File: src/rtl/fp_addsub_pkg.sv
// Shared types and constants for the FP mantissa add/subtract sequencer.
package fp_addsub_pkg;

  typedef enum logic [1:0] {
    IDLE  = 2'd0,
    PASS1 = 2'd1,
    PASS2 = 2'd2,
    DONE  = 2'd3
  } seq_state_t;

  localparam logic [1:0] PASSES_SINGLE = 2'd1;
  localparam logic [1:0] PASSES_DOUBLE = 2'd2;

endpackage

File: src/rtl/Nbit_FullAdder.sv
// N-bit ripple-carry adder built from a chain of 1-bit full adders.
// Purely combinational; the carry out of the top bit is returned as co.
module Nbit_FullAdder #(
  parameter int N = 8
) (
  output logic [N-1:0] sum,
  output logic         co,
  input  logic [N-1:0] a,
  input  logic [N-1:0] b,
  input  logic         ci
);

  logic [N:0] carry;

  assign carry[0] = ci;

  for (genvar i = 0; i < N; i++) begin : g_bit
    assign sum[i]     = a[i] ^ b[i] ^ carry[i];
    assign carry[i+1] = (a[i] & b[i]) | (a[i] & carry[i]) | (b[i] & carry[i]);
  end

  assign co = carry[N];

endmodule

File: src/rtl/addsub_mag_seq.sv
// Signed-magnitude add/subtract sequencer for the FP mantissa path.
// A single shared ripple adder is used for one pass (add, or subtract with
// A >= B) or two passes (subtract with B > A, where the second pass turns
// the negative two's-complement difference back into a magnitude).
module addsub_mag_seq
  import fp_addsub_pkg::*;
#(
  parameter int N = 8
) (
  input  logic         clk,
  input  logic         rst_n,
  input  logic         in_valid,
  output logic         in_ready,
  input  logic         a_sign,
  input  logic [N-1:0] a_mag,
  input  logic         b_sign,
  input  logic [N-1:0] b_mag,
  input  logic         op_sub,
  output logic         out_valid,
  input  logic         out_ready,
  output logic         res_sign,
  output logic [N-1:0] res_mag,
  output logic         res_ovf,
  output logic         res_zero,
  output logic [1:0]   res_passes
);

  seq_state_t state_q, state_d;

  // Latched operand bundle
  logic         a_sign_q;
  logic [N-1:0] a_q;
  logic [N-1:0] b_q;
  logic         eff_sub_q;

  // Pass-1 difference kept for the negation pass
  logic [N-1:0] sum_q;

  // Shared adder ports
  logic [N-1:0] add_a;
  logic [N-1:0] add_b;
  logic         add_ci;
  logic [N-1:0] add_sum;
  logic         add_co;

  Nbit_FullAdder #(.N(N)) u_adder (
    .sum (add_sum),
    .co  (add_co),
    .a   (add_a),
    .b   (add_b),
    .ci  (add_ci)
  );

  // State register; reset abandons any operation in flight
  always_ff @(posedge clk) begin
    if (!rst_n) state_q <= IDLE;
    else        state_q <= state_d;
  end

  // Next-state logic, adder input muxing and handshake outputs
  always_comb begin
    state_d   = state_q;
    add_a     = a_q;
    add_b     = eff_sub_q ? ~b_q : b_q;
    add_ci    = eff_sub_q;
    in_ready  = 1'b0;
    out_valid = 1'b0;
    unique case (state_q)
      IDLE: begin
        in_ready = 1'b1;
        if (in_valid) state_d = PASS1;
      end
      PASS1: begin
        // No carry out of A + ~B + 1 means B > A: the sum is negative
        state_d = (eff_sub_q && !add_co) ? PASS2 : DONE;
      end
      PASS2: begin
        add_a   = ~sum_q;
        add_b   = '0;
        add_ci  = 1'b1;
        state_d = DONE;
      end
      DONE: begin
        out_valid = 1'b1;
        if (out_ready) state_d = IDLE;
      end
      default: state_d = IDLE;
    endcase
  end

  // Operand capture on accept and pass-1 sum capture
  always_ff @(posedge clk) begin
    if (state_q == IDLE && in_valid) begin
      a_sign_q  <= a_sign;
      a_q       <= a_mag;
      b_q       <= b_mag;
      eff_sub_q <= a_sign ^ b_sign ^ op_sub;
    end
    if (state_q == PASS1) sum_q <= add_sum;
  end

  // Result registers, updated only on the transitions into DONE
  always_ff @(posedge clk) begin
    if (!rst_n) begin
      res_sign   <= 1'b0;
      res_mag    <= '0;
      res_ovf    <= 1'b0;
      res_zero   <= 1'b0;
      res_passes <= 2'd0;
    end else if (state_q == PASS1 && !(eff_sub_q && !add_co)) begin
      // A zero result is always reported as +0
      res_mag    <= add_sum;
      res_ovf    <= ~eff_sub_q & add_co;
      res_zero   <= (add_sum == '0);
      res_sign   <= a_sign_q & (add_sum != '0);
      res_passes <= PASSES_SINGLE;
    end else if (state_q == PASS2) begin
      res_mag    <= add_sum;
      res_ovf    <= 1'b0;
      res_zero   <= (add_sum == '0);
      res_sign   <= ~a_sign_q & (add_sum != '0);
      res_passes <= PASSES_DOUBLE;
    end
  end

endmodule

File: config.mk
export PLATFORM = sky130hd
export DESIGN_NAME = addsub_mag_seq
export DESIGN_NICKNAME = d
export VERILOG_FILES = /design/src/rtl/fp_addsub_pkg.sv /design/src/rtl/Nbit_FullAdder.sv /design/src/rtl/addsub_mag_seq.sv
export SDC_FILE = /design/constraint.sdc
export NUM_CORES = 1
export LEC_CHECK = 0
export ABC_AREA = 1
export CAP_MARGIN = 15
export CORE_MARGIN = 2
export CORE_UTILIZATION = 46
export CTS_BUF_LIST = sky130_fd_sc_hd__clkbuf_4 sky130_fd_sc_hd__clkbuf_8 sky130_fd_sc_hd__clkbuf_16
export DETAILED_ROUTE_END_ITERATION = 10
export PLACE_DENSITY = 0.75
export SLEW_MARGIN = 20
export SYNTH_ARGS = -nofsm -noshare
export SYNTH_HDL_FRONTEND = slang
export SYNTH_HIERARCHICAL = 1
export SYNTH_SLANG_ARGS = --single-unit
File: constraint.sdc
create_clock -name clk -period 4.6 [get_ports clk]
set_input_delay 0.92 -clock clk [delete_from_list [all_inputs] [get_ports clk]]
set_output_delay 0.92 -clock clk [all_outputs]
set_load 0.02 [all_outputs]
# == Word level (Yosys, flattened, before mapping) ==
# Index checks and enable logic that the tools add are counted.
# word_totals
reg_bits,41
inputBits,23
out_inout_bits,15
word_cells,114
# op_classes
n_eq_ne,5
mux,20
bitwise_logic,66
reduce_logical,11
# ops
op,count
8-bit 2-to-1 mux,5
1-bit bitwise AND,27
1-bit XOR,18
8-bit inverter,2
1-bit bitwise OR,16
1-bit 2-to-1 mux,12
8-bit logical NOT,1
2-bit one-hot mux with 4 select lines,1
8-bit nonzero test,1
"2-bit equality test, second input constant",2
2-bit 2-to-1 mux,2
"2-bit inequality test, second input constant",2
1-bit logical AND,3
1-bit inverter,3
"2-bit by 1-bit equality test with 1-bit output, second input constant",1
1-bit logical NOT,2
2-bit logical NOT,1
2-bit AND reduction,1
2-bit nonzero test,1
2-bit OR reduction,1

# == Logic depth before layout (Yosys ltp) ==
# Gate-level depths: netlist (run 1).
# depth
ltp_word,32
depth_mapped,26
depth_no_buf,24

# == Modules after synthesis ==
# Netlist (run 1), hierarchy kept.
# by_module_without_submodules
mod,instances,cells_each,area_each_um2,seq_area_each_um2
addsub_mag_seq,1,155,1715.4,1081.0
Nbit_FullAdder,1,18,197.7,0.0

# == Worst setup path before layout (run 1) ==
# OpenSTA, ideal clock, no wires.
# synth_path
path_kind,register to register
startpoint,register state_q[0]
endpoint,register res_sign
setup_time_ns,0.066
arrival_time_ns,4.506
t_required_ns,4.534
slack_ns,0.028
path_stages_with_launch,25
n_path_buf,2
synth_period_minus_slack_ns,4.572
cell_sequence,dfxtp_1 > inv_1 > ha_1 > buf_2 > inv_4 > buf_2 > o21ai_0 > inv_1 > fa_1 > inv_1 > fa_1 > fa_1 > fa_1 > fa_1 > fa_1 > fa_1 > inv_1 > fa_1 > inv_1 > inv_1 > nand2_1 > nor2_1 > nand2_1 > nand3_2 > a21oi_2
# synth_via
elab_cells_between_ends,71
cone_classes,2 x eq/ne; 5 x mux; 58 x bitwise; 6 x reduce/logical
# synth_rtl
element,line_no,source
start: declaration,addsub_mag_seq.sv:28,"seq_state_t state_q, state_d;"
start signal: assignment,addsub_mag_seq.sv:57,else state_q <= state_d;
2-bit equality test (*),addsub_mag_seq.sv:68,unique case (state_q)
8-bit 2-to-1 mux (*),addsub_mag_seq.sv:68,
named net add_a[0],addsub_mag_seq.sv:40,logic [N-1:0] add_a;
1-bit bitwise AND,Nbit_FullAdder.sv:19,assign carry[i+1] = (a[i] & b[i]) | (a[i] & carry[i]) | (b[i] & carry[i]);
1-bit bitwise OR (*) (2 in a row),Nbit_FullAdder.sv:19,
1-bit bitwise AND,Nbit_FullAdder.sv:19,
1-bit bitwise OR,Nbit_FullAdder.sv:19,
1-bit bitwise OR (*),Nbit_FullAdder.sv:19,
(+13 left out),--,
1-bit bitwise OR,Nbit_FullAdder.sv:19,
1-bit bitwise OR (*),Nbit_FullAdder.sv:19,
1-bit XOR (*),Nbit_FullAdder.sv:18,assign sum[i] = a[i] ^ b[i] ^ carry[i];
named net add_sum[7],addsub_mag_seq.sv:43,logic [N-1:0] add_sum;
8-bit nonzero test (*),"addsub_mag_seq.sv:115, addsub_mag_seq.sv:121",
1-bit bitwise AND,addsub_mag_seq.sv:121,res_sign <= ~a_sign_q & (add_sum != '0);
1-bit 2-to-1 mux,addsub_mag_seq.sv:117,end else if (state_q == PASS2) begin
1-bit 2-to-1 mux (*),addsub_mag_seq.sv:110,end else if (state_q == PASS1 && !(eff_sub_q && !add_co)) begin
end signal: assignment,addsub_mag_seq.sv:115,res_sign <= a_sign_q & (add_sum != '0);
end signal: assignment,addsub_mag_seq.sv:121,
end: declaration,addsub_mag_seq.sv:21,"output logic res_sign,"
# The timed path passes the listed nets; every way through them passes the cells marked *. The select of a mux whose other input is x is not followed.
# A chain may end at the register's enable or synchronous reset.

# == Worst setup path after layout (run 1) ==
# Ends and elaborated chain as after synthesis.

==> metrics.txt, run 1 <==
Max FO, Critical Path=6; crit end category=flip-flop; Most used DFF post-synth=edfxtp_1; Critical Path Max Stage Delay=0.41 ns; CP max stage cell=fa_1; clock latency on the worst-skew pair=approximately 0.29 ns; classification of the worst-slack hold path=reg2reg; sequential area share after synthesis=56.5%; total CTS buffers=5; Worst-path clk slew=around 0.08 ns; Reg-to-Reg End=res_sign$_SDFFE_PN0P_; Post-DRT Antenna Nets=0; startpoint types=flip-flop; met3 usage=5.52%; Fin. Hold Viols=0; Via-to-Cell Ratio=4.77; Ys Warns=6; final worst slack=between 0.2 and 0.25 ns; Initial Utilization=47.8%; M2 GR Usage=around 24%; Min-Delay Endpoint=res_ovf$_SDFFE_PN0P_; Buf/Inv on CP=7; Inserted Diodes=0; Leakage=roughly 1 nW; Die Span Y=68.5 um; CP Cell Sequence=inv_2 -> ha_4 -> inv_4 -> o21ai_0 -> inv_1 -> fa_1 -> inv_1 -> fa_1 -> fa_2 -> fa_2 -> fa_2 -> fa_1 -> fa_1 -> inv_1 -> fa_1 -> inv_1 -> inv_1 -> nand2_1 -> nor2_1 -> nand2_1 -> nand3_2 -> a21oi_2; total grt overflow=0; # DRC=0; Row Count=23; CTS root buffer=clkbuf_8; drt pass-1 iters=4; Mapped Avg Cell Area=~11 um2; first-pass GRT wire length=between 5000 and 6000 um; Rel. slew slack=56.4%; r2r startpoint=state_q[0]$_SDFFE_PN0P_; commonest cells in the synthesized netlist=26 x edfxtp_1, 26 x inv_1, 22 x nand2_1; GRT busiest layer=met2; HP Start=res_ovf$_SDFFE_PN0P_; via count of the first global-routing pass=approximately 1100; DP Wirelength=2420 um; R2R Setup Slk=0.24 ns; drt wl/cell=roughly 12 um; largest net degree at the start of global routing=21; Setup CP Type=reg2reg; Top delay family on crit path=adder cells; library cells used by synthesis=23; Vias=1268; 1st-iter DRT viols=53; GRT Resource Usage Total=15.8%; status=finished, final reports clean; Final Cycle Share=94.7%; pwr/cell area=775 nW/um2; Area growth syn-to-layout=28.0%; clk sink count=a little over 40; Post-synth EDFFs=26; FMAX=0.230 GHz; ratio of cells with drive above 1 in the final layout=between 10% and 20%; post-synth top area cell=edfxtp_1; clock buffer depth=2; peak supply drop=0.310 mV; Total Routed Length=roughly 3200 um; met1 Use GR=around 20%; Cells after Synth=between 150 and 200; CTS tree=done; Setup violations, final=0; final hold slack=0.468 ns; Port Buf Inserts=37; fin crit period=roughly 4.4 ns; Tot Pwr=1.90 mW; nets@finish=between 200 and 300; Min-Delay Path Depth=2; fillers=356; ys async rst share=0%; die width=68.5 um; Syn Nets=208; post-place instance area=2320 um2; Yosys top cell area share=40.8%; H-tree Lvls=2; Critical Path AT=4.59 ns; post-route cell area=between 2000 and 2500 um2; gp weighted congestion=approximately 0.84; initial antenna violation count=0; die area=4690 um2; Clock Skew=0.0105 ns; pre-CTS setup slack=-0.0310 ns; synthesized cell area=1910 um2; worst slew pin tran=0.654 ns; CP required=4.83 ns; IO Count=38; MaxCap Viol Count=0; Core ar.=about 4000 um2; worst r2r path cells=22; Pins Over Slew Limit=0; synthesized flop and latch total=41; synth top area cells=edfxtp_1 41%, dfxtp_1 16%, fa_1 8.4%
## cells by family after synthesis
family                   after synthesis  share of synthesized area (%)
adder cells (fa/ha/maj)               12                           11.0
buffers and inverters                 34                           8.18
flip-flops                            41                           56.5
AO/OA/AOI/OAI                         35                           9.61
AND/OR/NAND/NOR                       41                           10.1
XOR/XNOR                              10                           4.58
## per-stage QoR
step                 TNS, ns  util [%]  std cells
floorplan                  0         -        173
global placement           0      58.1        257
detailed placement    -0.154      58.1        257
CTS                        0      60.4        265
global route        -0.00226      61.2        266
finish                     0      61.2        266
## tightest hold or removal path, stage by stage (launching register included)
cell and delay [ns]:
dfxtp_1 0.32, nand2_2 0.07, a21oi_2 0.04
## layout make-up
class | instances | area [um2] | area share, %
clock buffer | 6 | 76.3 | 3.12
timing repair buffer | 41 | 400 | 16.4
inverter | 28 | 113 | 4.60
tap | 50 | 62.6 | 2.55
sequential | 41 | 1080 | 44.1
clock inverter | 2 | 11.3 | 0.460
multi-input combinational | 98 | 704 | 28.8
## cell usage in the layout (no fill, tap or decap), drive strengths merged
| cell type | instances |
|---|---|
| nand3b | 1 |
| nand3 | 3 |
| clkdlybuf4s50 | 37 |
| buf | 4 |
| a31oi | 1 |
| nand2 | 27 |
| inv | 27 |
| dfxtp | 15 |
| a21oi | 14 |
| clkbuf | 6 |
| xnor2 | 10 |
| ha | 4 |
| clkinv | 2 |
| nor2 | 10 |
| clkinvlp | 1 |
| edfxtp | 26 |
| o21ai | 20 |
| fa | 8 |
## how the worst max path moves through the flow
stage                                        from                 endpoint  slack (ns)  depth (start not counted)
final                     state_q[0]$_SDFFE_PN0P_    res_sign$_SDFFE_PN0P_        0.24                         22
after global routing      state_q[0]$_SDFFE_PN0P_    res_sign$_SDFFE_PN0P_      -0.002                         23
after CTS                 state_q[0]$_SDFFE_PN0P_  res_mag[7]$_SDFFE_PN0P_       0.002                         23
after detailed placement  state_q[0]$_SDFFE_PN0P_  res_mag[6]$_SDFFE_PN0P_       -0.03                         23
after global placement    state_q[0]$_SDFFE_PN0P_    res_zero$_SDFFE_PN0P_        0.12                         23
after floorplan           state_q[0]$_SDFFE_PN0P_    res_sign$_SDFFE_PN0P_        0.03                         24
## power by group
part	total (mW)	leakage, nW	internal, mW	switching, mW
sequential	0.646	0.368	0.584	0.0614
combinational	1.02	0.562	0.408	0.612
clock	0.231	0.0423	0.111	0.120
## metal layers
| layer | vias to the layer above | wire length (um) |
|---|---|---|
| met4 | 0 | 68 |
| met3 | 6 | 175 |
| met2 | 38 | 1510 |
| li1 | 640 | - |
| met5 | - | 0 |
| met1 | 584 | 1470 |
## what timing repair did
item,4_1_cts,5_1_grt
hold buffers,0,0
gates resized for setup,1,14
buffers inserted,0,1
setup endpoints to repair,10,12
## state kept, by name, indices dropped and copies added (netlist names)
name        flops
res_ovf         1
res_sign        1
a_q             8
b_q             8
res_passes      2
res_mag         8
res_zero        1
sum_q           8
a_sign_q        1
state_q         2
eff_sub_q       1
(Power assumes the default switching activity.)
==> run 2: changes to the inputs <==
- CORE_ASPECT_RATIO: not set -> 0.9
- CORE_UTILIZATION: 46 -> 51
- PLACE_DENSITY: 0.75 -> 0.79
- SLEW_MARGIN: 20 -> not set
- clock period: 4.6 -> 4.8 ns (I/O delays scaled with it)
==> run 2 against run 1 <==
Cell area fell by 0.36%. Global-route usage rose by 1.5 points. Non-clock buffer count fell by 1. Register-to-register slack improved by 0.05 ns. Setup slack improved by 0.055 ns. Count of clock-buffer cells in the layout rose by 2. Critical path depth did not move. Combinational power fell by 8%. Via count fell by 0.47%. Flip-flop and latch count did not move. Largest power group unchanged.
==> metrics.txt, run 2 (synthesis results as in run 1) <==
pre-CTS setup slack=0.245 ns (was -0.0310 ns); IO Count=38 (unchanged); largest net degree at the start of global routing=21 (unchanged); Area growth syn-to-layout=27.5% (was 28.0%); worst r2r path cells=22 (unchanged); Fin. Hold Viols=0 (unchanged); nets@finish=249 (was 250); 1st-iter DRT viols=79 (was 53); Row Count=21 (was 23); Via-to-Cell Ratio=4.84 (was 4.77); drt pass-1 iters=5 (was 4); final hold slack=0.466 ns (was 0.468 ns); Clock Skew=0.00571 ns (was 0.0105 ns); DP Wirelength=2290 um (was 2420 um); Finished Layout Cells=261 (was 266); crit end category=flip-flop (unchanged); Setup Fix Bufs, Post-CTS=0 (unchanged); drt wl/cell=11.7 um (was 12.1 um); Inserted Diodes=0 (unchanged); classification of the worst-slack hold path=reg2reg (unchanged); MaxCap Viol Count=0 (unchanged); via count of the first global-routing pass=1213 (was 1143); Port Buf Inserts=37 (unchanged); fillers=284 (was 356); total grt overflow=0 (unchanged); startpoint types=flip-flop (unchanged); worst slew pin tran=0.697 ns (was 0.654 ns); final worst slack=0.298 ns (was 0.243 ns); Tot Pwr=1.80 mW (was 1.90 mW); total CTS buffers=5 (unchanged); Vias=1262 (was 1268); initial antenna violation count=0 (unchanged); utilization after layout=66.8% (was 61.2%); peak supply drop=0.323 mV (was 0.310 mV); die area=4260 um2 (was 4690 um2); Setup CP Type=reg2reg (unchanged); CP required=5.03 ns (was 4.83 ns); clock latency on the worst-skew pair=0.29 ns (about the same); Core ar.=3650 um2 (was 4000 um2); status=finished, final reports clean (unchanged); pwr/cell area=736 nW/um2 (was 775 nW/um2); Max FO, Critical Path=9 (was 6); Setup violations, final=0 (unchanged); # DRC=0 (unchanged); commonest non-fill, non-tap cell in the layout=clkdlybuf4s50_1 (unchanged); CTS tree=done (unchanged); clock buffer depth=2 (unchanged); most frequent cells in the layout=37 x clkdlybuf4s50_1, 26 x inv_1, 26 x edfxtp_1, 22 x nand2_1 (was 37 x clkdlybuf4s50_1, 26 x edfxtp_1, 25 x inv_1, 22 x nand2_1, 15 x dfxtp_1); first-pass GRT wire length=5370 um (was 5160 um); Pins Over Slew Limit=0 (unchanged); ratio of cells with drive above 1 in the final layout=10.7% (was 12.0%); FMAX=0.222 GHz (was 0.230 GHz); Critical Path AT=4.73 ns (was 4.59 ns); multi-input logic area=697 um2 (was 704 um2); Worst-path clk slew=0.07 ns (was 0.08 ns); CTS root buffer=clkbuf_8 (unchanged); post-place instance area=2320 um2 (about the same); Min-Delay Path Depth=2 (unchanged); die width=68.6 um (was 68.5 um); post-route cell area=2440 um2 (was 2450 um2); dpl cells=253 (was 257); register area=1080 um2 (about the same); Rel. slew slack=53.5% (was 56.4%); RSZ-0062 raised after global routing=no; Leakage=0.982 nW (was 0.973 nW); H-tree Lvls=2 (unchanged); Total Routed Length=3040 um (was 3220 um); Post-DRT Antenna Nets=0 (unchanged); clk sink count=41 (unchanged); gp weighted congestion=0.781 (was 0.835); Die Span Y=62.1 um (was 68.5 um); Final Cycle Share=93.8% (was 94.7%); Initial Utilization=52.4% (was 47.8%); setup TNS=0 ns (unchanged); fin crit period=4.50 ns (was 4.36 ns); GRT Resource Usage Total=17.3% (was 15.8%)
## run 2: cell types whose count changed in the layout (fill, tap and decap cells not counted), sizes merged
| cell | before | now |
|---|---|---|
| buf | 4 | 3 |
| clkinvlp | 1 | 0 |
| clkinv | 2 | 1 |
| clkbuf | 6 | 8 |
## run 2: worst max-delay path, cell delays in order, from the launching register on
cell and delay, ns:
dfxtp_2 0.33, inv_1 0.12, ha_4 0.17, buf_4 0.15, nor2_1 0.05, inv_1 0.08, fa_1 0.19, inv_1 0.05
fa_1 0.37, fa_1 0.38, fa_1 0.39, fa_1 0.39, fa_1 0.39, fa_1 0.37, inv_1 0.08, fa_1 0.40
inv_1 0.08, inv_1 0.06, nand2_1 0.06, nor2_1 0.03, nand2_1 0.09, nand3_2 0.09, a21oi_2 0.11
## run 2: report_power, final
group	total, mW	internal [mW]	switching [mW]
registers	0.619	0.561	0.0579
clock network	0.239	0.129	0.111
logic	0.938	0.369	0.568
## run 2: final timing paths
kind,slack [ns],startpoint,to
setup reg to reg,0.30,state_q[0]$_SDFFE_PN0P_,res_sign$_SDFFE_PN0P_
hold reg to reg,0.47,res_ovf$_SDFFE_PN0P_,res_ovf$_SDFFE_PN0P_
setup / recovery,0.30,state_q[0]$_SDFFE_PN0P_,res_sign$_SDFFE_PN0P_
hold / removal,0.47,res_ovf$_SDFFE_PN0P_,res_ovf$_SDFFE_PN0P_
## run 2: what timing repair did
item | 4_1_cts | 5_1_grt
hold buffers | 0 | 0
resized for setup | 0 | 10
endpoints found under the setup margin | 0 | 12
## run 2: final cells by class
class / instances / area share, %
timing repair buffer: 40 / 16.1
multi-input combinational: 98 / 28.6
sequential: 41 / 44.4
inverter: 28 / 4.62
tap: 46 / 2.36
clock buffer: 8 / 4.00
## run 2: routing by layer
metal / global-route usage, % / routed length [um] / vias up
met5: 0 / 0 / -
met4: 7.50 / 49 / 0
met3: 5.07 / 156 / 5
met2: 23.8 / 1330 / 40
met1: 25.4 / 1510 / 576
li1: - / - / 641
